[config.mk]
export PLATFORM = sky130hd
export DESIGN_NAME = fifo_wr_arbiter
export DESIGN_NICKNAME = d
export VERILOG_FILES = /design/src/rtl/fifo_wr_arbiter.sv
export SDC_FILE = /design/constraint.sdc
export NUM_CORES = 1
export LEC_CHECK = 0
export ABC_AREA = 1
export CAP_MARGIN = 15
export CORE_UTILIZATION = 45
export CTS_BUF_LIST = sky130_fd_sc_hd__clkbuf_8
export DETAILED_ROUTE_END_ITERATION = 12
export PLACE_DENSITY = 0.93
export SLEW_MARGIN = 15
export SYNTH_ARGS = -nofsm -noshare
export SYNTH_HDL_FRONTEND = slang
export SYNTH_SLANG_ARGS = --single-unit
[constraint.sdc]
create_clock -name i_CLK -period 2.4 [get_ports i_CLK]
set_clock_uncertainty 0.2 [all_clocks]
set_input_delay 0.6 -clock i_CLK [delete_from_list [all_inputs] [get_ports i_CLK]]
set_output_delay 0.6 -clock i_CLK [all_outputs]
set_load 0.05 [all_outputs]
[src/rtl/fifo_wr_arbiter.sv]
`default_nettype none
// ============================================================================
// Module      : fifo_wr_arbiter
// Description : Round-robin burst arbiter that shares one SYNC_FIFO write
//               port among 2**ID_W producers, never writing while full.
// Revision    : 1.0
// ============================================================================
module fifo_wr_arbiter #(
    parameter int WIDTH     = 8,
    parameter int ID_W      = 2,
    parameter int MAX_BURST = 4
) (
    input  logic                          i_CLK,
    input  logic                          i_RESET,
    input  logic [(2**ID_W)-1:0]          i_REQ,
    input  logic [(2**ID_W)*WIDTH-1:0]    i_DATA,
    output logic [(2**ID_W)-1:0]          o_GNT,
    output logic [(2**ID_W)-1:0]          o_ACK,
    output logic [ID_W-1:0]               o_ACTIVE_ID,
    output logic                          o_BUSY,
    input  logic                          i_FIFO_FULL,
    output logic                          o_FIFO_WR_EN,
    output logic [WIDTH-1:0]              o_FIFO_WR_DATA
);

    localparam int         N_REQ       = 2 ** ID_W;
    localparam logic [7:0] C_LAST_BEAT = 8'(MAX_BURST - 1);

    typedef enum logic [0:0] {
        ST_IDLE  = 1'b0,
        ST_GRANT = 1'b1
    } state_t;

    state_t            state_q, state_d;
    logic [N_REQ-1:0]  gnt_q, gnt_d;
    logic [ID_W-1:0]   id_q, id_d;
    logic [ID_W-1:0]   rr_ptr_q, rr_ptr_d;
    logic [7:0]        burst_q, burst_d;

    logic              w_busy;
    logic              w_xfer;
    logic              w_found;
    logic [ID_W-1:0]   w_win;
    logic [ID_W-1:0]   w_idx;

    assign w_busy         = (state_q == ST_GRANT);
    assign w_xfer         = w_busy & i_REQ[id_q] & ~i_FIFO_FULL;
    assign o_FIFO_WR_EN   = w_xfer;
    assign o_ACK          = w_xfer ? (N_REQ'(1) << id_q) : '0;
    assign o_FIFO_WR_DATA = i_DATA[id_q*WIDTH +: WIDTH];
    assign o_GNT          = gnt_q;
    assign o_ACTIVE_ID    = id_q;
    assign o_BUSY         = w_busy;

    // Scan starting at rr_ptr; the ID_W-bit index wraps modulo N_REQ for free.
    always_comb begin
        w_found = 1'b0;
        w_win   = '0;
        w_idx   = '0;
        for (int i = 0; i < N_REQ; i++) begin
            w_idx = rr_ptr_q + ID_W'(i);
            if (!w_found && i_REQ[w_idx]) begin
                w_found = 1'b1;
                w_win   = w_idx;
            end
        end
    end

    always_comb begin
        state_d  = state_q;
        gnt_d    = gnt_q;
        id_d     = id_q;
        rr_ptr_d = rr_ptr_q;
        burst_d  = burst_q;
        case (state_q)
            ST_IDLE: begin
                if (w_found) begin
                    state_d = ST_GRANT;
                    gnt_d   = N_REQ'(1) << w_win;
                    id_d    = w_win;
                    burst_d = 8'd0;
                end
            end
            ST_GRANT: begin
                if (w_xfer) begin
                    burst_d = burst_q + 8'd1;
                end
                // A full FIFO only freezes the burst; releasing needs a final beat or a dropped request.
                if ((w_xfer && (burst_q == C_LAST_BEAT)) || !i_REQ[id_q]) begin
                    state_d  = ST_IDLE;
                    gnt_d    = '0;
                    id_d     = '0;
                    rr_ptr_d = id_q + ID_W'(1);
                    burst_d  = 8'd0;
                end
            end
            default: begin
                state_d = ST_IDLE;
            end
        endcase
    end

    always_ff @(posedge i_CLK) begin
        if (i_RESET) begin
            state_q  <= ST_IDLE;
            gnt_q    <= '0;
            id_q     <= '0;
            rr_ptr_q <= '0;
            burst_q  <= 8'd0;
        end else begin
            state_q  <= state_d;
            gnt_q    <= gnt_d;
            id_q     <= id_d;
            rr_ptr_q <= rr_ptr_d;
            burst_q  <= burst_d;
        end
    end

endmodule
`default_nettype wire

== After elaboration in Yosys (flattened, before gate mapping) ==
Cells that the tools add are included.
Operators by class
  add/sub/neg operators: 5
  bitwise logic cells: 4
  $mul: 0
  reduce and logical (&&, ||, !) cells: 12
  equal/unequal tests: 4
  magnitude comparators: 5
  mux-type cells: 32
  shift operators: 3
  divide/modulo/power cells: 0
Operators with widths (number)
  $shiftx 32x6->8: 1
  $mux 8: 3
  $pmux 8 s2: 1
  $lt 2x3->1 const B: 5
  $mux 2: 6
  $mux 4: 3
  $mux 1: 11
  $bmux 1 s2: 5
  $add 8x1->8 const B: 1
  $eq 8x2->1 const B: 1
  $pmux 4 s2: 1
  $shl 1x2->4 const A: 2
  $reduce_and 2->1: 3
  $add 2x1->2 const B: 2
  $add 2x2->2 const B: 2
  $logic_and 1x1->1: 4
  $logic_not 1->1: 4
  $pmux 2 s2: 1
  $ne 3x1->1 const B: 1
  $and 1x1->1: 2
  $ne 2x1->1 const B: 1
  $ne 2x2->1 const B: 1
  $not 1->1: 2
  $pmux 1 s2: 1
  $logic_or 1x1->1: 1
Storage, ports and cells
  flip-flop bits (word level): 17
  output and inout bits: 20
  memories kept: 0
  bits in writable memories: 0
  bits in read-only memories: 0
  input bits: 39
  latch bits: 0

== Depth between registers and ports, before layout ==
Gate-level depths: netlist of run 1.
  depth after elaboration: 15
  gate-level depth with buffers: 13
  mapped depth without buffers: 13

== Worst setup path after synthesis of run 1 ==
No wires, ideal clock.
  path kind: flip-flop to output port
  start point: reg id_q[0] (netlist: o_ACTIVE_ID[0])
  end point: out o_FIFO_WR_DATA[5]
  data required time: 1.600 ns
  path buffers: 2
  stages on the path, launching flop included: 5
  setup slack: -0.510 ns
  arrival: 2.110 ns
  cells stage by stage: dfxtp_1 buf_2 clkbuf_1 o21ai_0 o22ai_1
Between the ends
  longest elaborated chain between the ends: 1
RTL lines
  from (decl): RTL line 36  | logic [ID_W-1:0] id_q, id_d;
  from (signal assigned): RTL line 113  | id_q <= id_d;
  $shiftx 32x6->8: RTL line 50  | assign o_FIFO_WR_DATA = i_DATA[id_q*WIDTH +: WIDTH];
  to (decl): RTL line 23  | output logic [WIDTH-1:0] o_FIFO_WR_DATA
Every way passes these cells.

== Worst setup path in the final report of run 1 ==
  start point: in i_DATA[22]
  end point: out o_FIFO_WR_DATA[6]
Between the ends
  longest elaborated chain between the ends: 1
RTL lines
  from (decl): RTL line 16  | input logic [(2**ID_W)*WIDTH-1:0] i_DATA,
  $shiftx 32x6->8: RTL line 50
Every way passes these cells.

==> Flow_metrics.wiki, run 1 <==
{| class="wikitable"
! Metric !! Value
|-
| First-pass GRT wire length || approximately 7600 µm
|-
| Required time worst endpoint || 1.60 ns
|-
| Proportion of register bits with asynchronous set or reset after synthesis || 0%
|-
| Post-Route Setup TNS || 0 ns
|-
| Parity-gate share of the synthesized area counting xor and xnor cells || 0%
|-
| Combined global-route utilization of all metal layers || around 28%
|-
| Number of antenna violations at the first check in global routing || 0
|-
| Layout cell share with drive strength beyond 1 || 24.3%
|-
| Detail-routed via count per cell || 5.09
|-
| Placed cell count || approximately 360
|-
| Via count || 1858
|-
| Number of antenna-violating nets in the routed design || 0
|-
| Post-route cell area || ~2500 µm²
|-
| #FFs+latches synth || 17
|-
| Max Buffers Root-to-Sink || 2
|-
| Cell at the root of the clock tree || sky130_fd_sc_hd__clkbuf_8
|-
| Total routed wirelength || 4370 µm
|-
| YS warnings || 0
|-
| Share of the synthesized area in the top cell type || 22.5%
|-
| NumNets Final || roughly 370
|-
| P_sw || 1.26 mW
|-
| Worst Path Arrival || approximately 1.6 ns
|-
| Effective utilization at floorplan || between 40 and 50%
|-
| Number of ports placed on the die boundary || 59
|-
| Share of cell area taken by muxes after synthesis || 0%
|-
| Mean routed wirelength per cell || 12.0 µm
|-
| Synth Area per Inst || a little under 6 µm²
|-
| Placed standard-cell area || about 2400 µm²
|-
| Outcome || complete, no violations
|-
| Height of the die || roughly 60 µm
|-
| Via count of the first global-routing pass || between 1500 and 2000
|-
| Share of total power in combinational logic || 74.7%
|-
| Post-detailed-placement half-perimeter wirelength || roughly 3500 µm
|-
| Pin count of the biggest net entering global routing || 20
|-
| Unrepaired setup endpoints after global routing || false
|-
| Slew at the pin with the worst max-slew slack || a little under 0.5 ns
|-
| Adder-cell share of the synthesized area || between 4 and 5%
|-
| Overflow left after global routing || 0
|-
| Leading area contributor after synthesis || sky130_fd_sc_hd__dfxtp_1
|-
| Type of the setup path with the least slack || primary input to primary output
|-
| Clock latency of the later-clocked register in the worst-skew pair || 0.26 ns
|-
| Path class of the lowest-slack min-delay path || register to register
|-
| Final non-filler cell total || ~370
|-
| Final-report max-slew violation count || 0
|-
| Area added between synthesis and finish || 64.4%
|-
| Most used DFF post-synth || sky130_fd_sc_hd__dfxtp_1
|-
| Fraction of power consumed by the clock network || 9.0%
|-
| Antenna cells || 0
|-
| Number of violations reported at the end of detailed-routing iteration 0 || just over 80
|-
| CTS tree || built
|-
| Switching part of the total power || around half
|-
| Row count || 20
|-
| Fill cell instance count of the final layout || ~210
|-
| Die width || about 60 µm
|-
| Relative max-transition margin || 66.9%
|-
| Number of buffers inserted by hold repair at cts || 0
|-
| Unique masters post-synth || 30
|-
| Commonest cells in the netlist || sky130_fd_sc_hd__nand2_1 (57), sky130_fd_sc_hd__nor2_1 (46), sky130_fd_sc_hd__inv_1 (25)
|-
| Most area-consuming cells after synthesis || sky130_fd_sc_hd__dfxtp_1 (23%), sky130_fd_sc_hd__nand2_1 (14%), sky130_fd_sc_hd__nor2_1 (11%)
|-
| Sort of element at the end of the critical path || primary output
|-
| Final hold viol count || 0
|-
| Post-Synthesis Net Count || a little under 300
|-
| I/O Buffers || between 50 and 60
|-
| Cell with the most instances after synthesis || sky130_fd_sc_hd__nand2_1
|-
| Maximum frequency from static timing analysis || around 420 MHz
|-
| Static power due to leakage || approximately 1.1 nW
|-
| Num CTS Buffers || 3
|-
| Post-route fraction of the period consumed by the critical path || between 90 and 100%
|-
| Total die area || between 3000 and 4000 µm²
|-
| Critical path launch point type || primary input
|-
| Seq/Total Area, Yosys || 22.5%
|-
| Basic-gate share of the synthesized area counting and, or, nand and nor cells || a little under half
|-
| Power density relative to cell area || 984 nW/µm²
|-
| Number of levels in the clock H-tree || 1
|-
| Synthesized-area fraction occupied by ao, oa, aoi and oai cells || roughly 17%
|-
| Critical path peak fanout || 1
|-
| Total design power || 2.44 mW
|-
| Netlist Area Pre-Place || 1510 µm²
|-
| Flop pwr share || 16.4%
|-
| Core area || about 3100 µm²
|-
| Share of the core filled with cells || roughly 79%
|-
| Shortest period the worst path allows || around 2.4 ns
|-
| Register clock-pin slew on the reported worst setup and hold paths || ~0.070 ns
|-
| Setup violations, final || 0
|-
| Max-capacitance violation count || 0
|-
| Routability congestion estimate from global placement || ~0.90
|-
| IR Drop Worst-Case VDD || just under 0.8 mV
|-
| Count of TritonRoute iterations in the first routing pass || 6
|-
| Main combinational cell family by area after synthesis || simple AND/OR/NAND/NOR gates
|-
| Post-detailed-route DRC marker count || 0
|-
| Total internal power || 1.18 mW
|-
| Count of clock tree sinks || 17
|-
| Number of enable-type register cells in the synthesized netlist || 0
|-
| Gate count after technology mapping || 253
|}
flip-flops by register name, summed over array words and instances (netlist names):
name and cells:
o_BUSY 1, burst_q 8, o_ACTIVE_ID 2, o_GNT 4
rr_ptr_q 2
critical path: stages:
cell                              delay (ns)
sky130_fd_sc_hd__clkdlybuf4s50_1        0.48
sky130_fd_sc_hd__o21ai_1                0.08
sky130_fd_sc_hd__o22ai_2                0.24
sky130_fd_sc_hd__buf_12                 0.17
placed cells by master, fill, tap and decap left out, types with 6 or more instances in the layout:
master and n:
sky130_fd_sc_hd__nand3_1 16, sky130_fd_sc_hd__clkdlybuf4s50_1 39, sky130_fd_sc_hd__inv_2 6, sky130_fd_sc_hd__nor2_1 42
sky130_fd_sc_hd__o21ai_0 20, sky130_fd_sc_hd__nand2_2 9, sky130_fd_sc_hd__a21oi_1 9, sky130_fd_sc_hd__dfxtp_1 15
sky130_fd_sc_hd__nand2_1 55, sky130_fd_sc_hd__buf_4 15, sky130_fd_sc_hd__inv_1 24, sky130_fd_sc_hd__nand2_4 6
sky130_fd_sc_hd__buf_12 13, sky130_fd_sc_hd__o22ai_2 7
path summary, 6_finish.rpt:
check	start	endpoint	slack (ns)	cells past startpoint
worst min-delay path	o_GNT[0]	o_GNT[0]	0.27	2
worst min register to register	o_GNT[0]	o_GNT[0]	0.27	2
worst max-delay path	i_DATA[22]	o_FIFO_WR_DATA[6]	0.03	4
worst max register to register	o_ACTIVE_ID[0]	rr_ptr_q[1]	0.43	12
repair_timing:
item,CTS,global route
setup buffers,0,3
gates resized for setup,14,9
hold endpoints to repair,0,0
setup endpoints to repair,5,8
pin swaps,4,6
metrics by stage:
step | setup WS, ns | hold WS (ns)
after detailed placement | -0.350 | 0.258
after floorplan | 0.0449 | 0.257
after global placement | -0.303 | 0.252
final | 0.0318 | 0.267
after global routing | 0.000317 | 0.293
after CTS | 0.00104 | 0.269
final cells by class:
cell class | count | area (µm²) | area share, %
Sequential cell | 17 | 345 | 13.9
Timing Repair Buffer | 71 | 796 | 32.1
Inverter | 32 | 120 | 4.84
Clock buffer | 3 | 41.3 | 1.66
Multi-Input combinational cell | 197 | 1120 | 45.1
Clock inverter | 1 | 5.00 | 0.202
Tap cell | 44 | 55.1 | 2.22
logic make-up after synthesis:
group / after synthesis
DFF: 17
and+or+nand+nor: 145
adders and majority gates: 5
AOI/OAI and AO/OA: 47
buffers and inverters: 39
power groups by stage:
| stage | Sequential [mW] | Clock (mW) | Combinational, mW |
|---|---|---|---|
| finish | 0.400 | 0.219 | 1.82 |
| global route | 0.406 | 0.237 | 1.95 |
| CTS | 0.397 | 0.225 | 1.79 |
| detailed placement | 0.401 | 0 | 1.77 |
| global placement | 0.398 | 0 | 1.74 |
| floorplan | 0.500 | 0 | 1.03 |
layer usage:
| layer | track usage [%] | part of all wire, % | vias to the layer above |
|---|---|---|---|
| li1 | - | - | 952 |
| met1 | 31.6 | 42 | 813 |
| met2 | 51.0 | 49 | 79 |
| met3 | 6.49 | 7.5 | 14 |
| met4 | 7.97 | 2.1 | 0 |
| met5 | 0 | 0 | - |
(Power assumes the default switching activity.)
==> run 2, diff against run 1 <==
--- a/config.mk
+++ b/config.mk
@@ -9,6 +9,7 @@
 export CAP_MARGIN = 15
 export CORE_UTILIZATION = 45
 export CTS_BUF_LIST = sky130_fd_sc_hd__clkbuf_8
+export CTS_CLUSTER_DIAMETER = 120
 export DETAILED_ROUTE_END_ITERATION = 12
 export PLACE_DENSITY = 0.93
 export SLEW_MARGIN = 15
==> results of run 2 <==
The final DEF is identical to that of run 1; final timing and power are the same.
